[src/rtl/led_display_scheduler.sv]
// led_display_scheduler: round-robin sharing of one 4-digit display among NSRC sources; LED_SCHED_FREEZE_EN adds a freeze input
module led_display_scheduler #(
  parameter int NSRC    = 4,
  parameter int SEL_W   = 2,
  parameter int DWELL   = 10000000,
  parameter int DWELL_W = 24
) (
  input  logic                 clk,
  input  logic                 rst,
  input  logic [16*NSRC-1:0]   src_data,
  input  logic [NSRC-1:0]      src_valid,
  input  logic                 auto_en,
  input  logic                 btn_next,
`ifdef LED_SCHED_FREEZE_EN
  input  logic                 freeze,
`endif
  output logic [15:0]          disp_value,
  output logic [SEL_W-1:0]     disp_sel,
  output logic                 disp_blank,
  output logic                 flush
);
  typedef enum logic [1:0] {IDLE, SHOW, SWITCH} state_t;
  localparam logic [DWELL_W-1:0] LAST = DWELL_W'(DWELL - 1);
  state_t state, nstate;
  logic [DWELL_W-1:0] cnt, ncnt;
  logic [15:0] nvalue, live;
  logic [SEL_W-1:0] nsel, lowest, rr;
  logic nblank, nflush, frz;
`ifdef LED_SCHED_FREEZE_EN
  assign frz = freeze;
`else
  assign frz = 1'b0;
`endif
  assign live = src_data[{disp_sel, 4'b0} +: 16];
  always_comb begin
    lowest = '0;
    for (int i = NSRC - 1; i >= 0; i--)
      if (src_valid[i]) lowest = SEL_W'(i);
  end
  // Scan downwards so the nearest valid index after disp_sel wins; k=NSRC lands back on disp_sel
  always_comb begin
    rr = disp_sel;
    for (int k = NSRC; k >= 1; k--)
      if (src_valid[disp_sel + SEL_W'(k)]) rr = disp_sel + SEL_W'(k);
  end
  always_comb begin
    nstate = state;
    nvalue = disp_value;
    nsel   = disp_sel;
    nblank = disp_blank;
    nflush = 1'b0;
    ncnt   = cnt;
    if (src_valid == '0) begin
      nstate = IDLE;
      nvalue = '0;
      nblank = 1'b1;
      ncnt   = '0;
    end else begin
      case (state)
        IDLE: begin
          nstate = SHOW;
          nsel   = lowest;
          nblank = 1'b0;
          nflush = 1'b1;
          ncnt   = '0;
        end
        SHOW: begin
          nvalue = frz ? disp_value : live;
          if (!src_valid[disp_sel]) nstate = SWITCH;
          else if (!frz) begin
            ncnt   = (cnt == LAST) ? cnt : cnt + DWELL_W'(1);
            nstate = ((auto_en && cnt == LAST) || btn_next) ? SWITCH : SHOW;
          end
        end
        SWITCH: begin
          nstate = SHOW;
          nsel   = rr;
          nflush = rr != disp_sel;
          ncnt   = '0;
        end
        default: nstate = IDLE;
      endcase
    end
  end
  always_ff @(posedge clk) begin
    if (rst) begin
      state      <= IDLE;
      disp_value <= '0;
      disp_sel   <= '0;
      disp_blank <= 1'b1;
      flush      <= 1'b0;
      cnt        <= '0;
    end else begin
      state      <= nstate;
      disp_value <= nvalue;
      disp_sel   <= nsel;
      disp_blank <= nblank;
      flush      <= nflush;
      cnt        <= ncnt;
    end
  end
endmodule

[config.mk]
export PLATFORM = sky130hd
export DESIGN_NAME = led_display_scheduler
export DESIGN_NICKNAME = d
export VERILOG_FILES = /design/src/rtl/led_display_scheduler.sv
export SDC_FILE = /design/constraint.sdc
export NUM_CORES = 1
export LEC_CHECK = 0
export ABC_AREA = 1
export CAP_MARGIN = 5
export CORE_MARGIN = 2
export CORE_UTILIZATION = 47
export DETAILED_ROUTE_END_ITERATION = 12
export PLACE_DENSITY_LB_ADDON = 0.25
export SYNTH_ARGS = -nofsm -noshare
export SYNTH_HDL_FRONTEND = slang
export SYNTH_SLANG_ARGS = --single-unit
[constraint.sdc]
create_clock -name clk -period 2.2 [get_ports clk]
set_input_delay 0.33 -clock clk [delete_from_list [all_inputs] [get_ports clk]]
set_output_delay 0.33 -clock clk [all_outputs]
set_load 0.1 [all_outputs]
==> flow_summary.yaml <==
synthesis:
  post_synthesis_share_of_cell_area_spent_on_and_or_nand_and_nor_gates_pct: 40.4
  yosys.area_share.xor_xnor_pct: 1.96
  synthesis.area_per_instance_um2: 6.44
  dominant_combinational_cell_family_by_area_after_synthesis: "simple AND/OR/NAND/NOR gates"
  syn-cell-area_um2: 3130
  synthMuxAreaShare_pct: 0
  postSynthCellCount: 486
  synthAdderAreaFrac_pct: 0.400
  synth-compound-area-share_pct: 19.1
  post_synthesis_sequential_element_count: 46
  yosysWarningCount: 0
  synth.net_count: 559
  synth_cell_types: 34
  synth_sequential_area_ratio_pct: 29.4
timing:
  setup_slack_ns: 0.265
  final_period_minus_worst_setup_slack_ns: 1.93
  timing.setup.tns_ns: 0
  unrepaired_setup_endpoints_after_global_routing: "false"
  timing.final.setup_violations: 0
  finalHoldViolCount: 0
  tightest_slew_ns: 0.573
  timing.clock.skew_ns: 0.0155
  relSlewSlack_pct: 61.7
  final_period_utilization_pct: 87.9
  report.final.slew_viol_count: 0
  max_freq_ghz: 0.517
clock_tree:
  post-cts-setup-buffer-count: 0
  worst_skew_pair_later_pin_latency_ns: 0.31
  post_cts_hold_buffer_count: 0
  ctsLongestPathBuffers: 2
  numClockSinks: 46
  cts.reportedPaths.clkPinSlew_ns: 0.10
  post_cts_resize_count: 0
  cts.root.buffer_cell: "clkbuf_8"
  cts.htree.levels: 2
  clock_tree_from_tritoncts: "done"
  tritoncts.num_buffers: 5
global_route:
  via_count_of_the_first_global_routing_pass: 3454
  global_route_wire_length_before_repair_mm: 15.1
  grt_antenna_before_repair: 0
  grtUsageTotal_pct: 25.1
  grt.overflow.total: 0
  grt_max_degree: 28
hold_path:
  worstHoldPathType: "register to register"
  hold_path.startpoint: "disp_blank"
  hold_path_end: "disp_blank"
  min_path_cells: 2
setup_path:
  reg2reg_to: "cnt[6]"
  critical_path.startpoint: "cnt[0]"
  crit_path_frequent_cell: "nand2_4"
  timing.critical_path.slowest_stage_cell: "dfxtp_1"
  critPathRequiredTime_ns: 2.40
  cp_cell_sequence: "ha_1 > nand3_2 > nor2_4 > nand3_4 > clkinv_1 > nand2_2 > nand2_4 > nand2_4 > a21oi_1 > nor2_1"
  setup.worst_path.start_class: "register"
  timing.critical_path.slowest_cell_delay_ns: 0.37
  r2r.worst_path.cells: 10
  endpoint_kind: "register"
  worst-path-max-fanout: 15
  rr_startpoint: "cnt[0]"
  r2r_slack_ns: 0.27
  setup.worst_path.class: "register to register"
  arrival_ns: 2.14
floorplanning:
  die_w_um: 85.6
  fp.dieH_um: 85.6
  core.rowCount: 29
  core_area_um2: 6390
  design.die.area_um2: 7330
  top_level_ports: 92
  initial_core_util_pct: 49.0
pwr:
  power_density_nw_per_um2: 659
  power_mw: 2.72
  static-leakage-power_nw: 1.61
  vdd_ir_drop_max_mv: 0.393
placement:
  detailed_place_hpwl_mm: 7.01
  gpl.final_weighted_congestion: 0.927
  pre_cts_ws_ns: 0.126
  portBuffers: 91
  dpl_cell_area_um2: 4040
  place.detailed.instances: 643
job:
  drv.max_cap_violation_count: 0
drt:
  routed_via_density: 5.44
  routed_wirelength_mm: 9.09
  num_vias: 3541
  drc: 0
  drtPass1Iterations: 5
  final_antenna_net_count: 0
  drtIter0Drc: 146
  drt-wirelength-per-cell_um: 14.0
cells_and_area:
  final_nets: 646
  drive_above_1_share_pct: 12.5
  nFillCells: 609
  design_area_um2: 4130
  layout.cells.non_filler: 651
  area_growth_from_synthesis_to_final_layout_pct: 31.7
  antennaDiodeCount: 0
run_status:
  outcome: "completed"
==> layer usage <==
metal	up-vias	global-route usage, %	routed length (um)
met1	1593	28.6	3790
met3	27	7.70	773
li1	1786	-	-
met5	-	0	0
met2	135	42.4	4230
met4	0	12.7	296
==> registers in the layout (all words and copies together), names as in the netlist <==
signal,count
cnt,24
flush,1
disp_blank,1
disp_sel,2
state,2
disp_value,16
==> worst max path at each step <==
| stage | depth (start not counted) | to | slack [ns] |
|---|---|---|---|
| final | 10 | cnt[6] | 0.27 |
| after global routing | 10 | cnt[3] | 0.12 |
| after CTS | 10 | cnt[6] | 0.26 |
| after detailed placement | 7 | disp_value[1] | 0.13 |
| after global placement | 11 | cnt[0] | 0.19 |
| after floorplan | 9 | cnt[10] | 0.02 |
==> cell usage in the layout (no fill, tap or decap), types with 5 or more instances in the layout <==
master,count
nand4_2,7
o21ai_0,21
clkbuf_8,5
nor2_1,56
a21oi_1,52
nand2_1,144
a221oi_1,16
buf_4,30
a21oi_2,8
dfxtp_1,45
nand2_2,5
xor2_1,7
inv_1,35
nand3_1,41
clkdlybuf4s50_1,71
==> synthesized netlist by cell type, drive strengths merged <==
| cell type | number | area [um2] |
|---|---|---|
| nand3b | 2 | 15.0 |
| a221oi | 16 | 140 |
| ha | 1 | 12.5 |
| nand2 | 152 | 606 |
| a21oi | 60 | 330 |
| o211ai | 1 | 7.51 |
| clkinv | 1 | 3.75 |
| nand4 | 10 | 106 |
| clkbuf | 6 | 22.5 |
| a21o | 1 | 7.51 |
| inv | 38 | 143 |
| dfxtp | 46 | 921 |
| or2 | 1 | 6.26 |
| xor2 | 7 | 61.3 |
| o21ai | 21 | 105 |
| nor3 | 2 | 10.0 |
| o31ai | 1 | 7.51 |
| nand3 | 43 | 233 |
| nor2 | 62 | 290 |
| buf | 15 | 104 |
==> critical path: cells and delay by family, from the launching register on <==
| family | cells | cell delay, ns |
|---|---|---|
| compound gates | 1 | 0.18 |
| flops | 1 | 0.37 |
| simple gates | 7 | 0.93 |
| fa+ha+maj | 1 | 0.27 |
| buf+inv | 1 | 0.07 |
==> cell families (layout without fill, tap and decap cells) <==
kind of cell / after synthesis / in the layout
simple gates: 272 / 272
compound gates: 100 / 100
buf+inv: 60 / 148
flops: 46 / 46
xor+xnor: 7 / 7
fa+ha+maj: 1 / 1
==> area by class of cell <==
cell class	instances	area (um2)	share of cell area (%)
multi-input combinational	380	1940	47.0
inverter	39	146	3.55
clock buffer	6	72.6	1.76
clock inverter	2	13.8	0.334
tap	77	96.3	2.34
sequential	46	922	22.4
timing repair buffer	101	936	22.7
==> report_power, final <==
part           internal (mW)  total (mW)  switching, mW
registers              0.899       0.939         0.0397
clock network          0.225       0.520          0.295
logic                  0.370        1.26          0.892
total                   1.49        2.72           1.23
==> metrics by stage <==
stage | util (%) | hold slack (ns)
final | 64.6 | 0.477
after global routing | 64.6 | 0.510
after CTS | 64.6 | 0.483
after detailed placement | 63.2 | 0.463
after global placement | 63.2 | 0.458
after floorplan | - | 0.475
No activity file was read; power rests on OpenSTA's default activity.
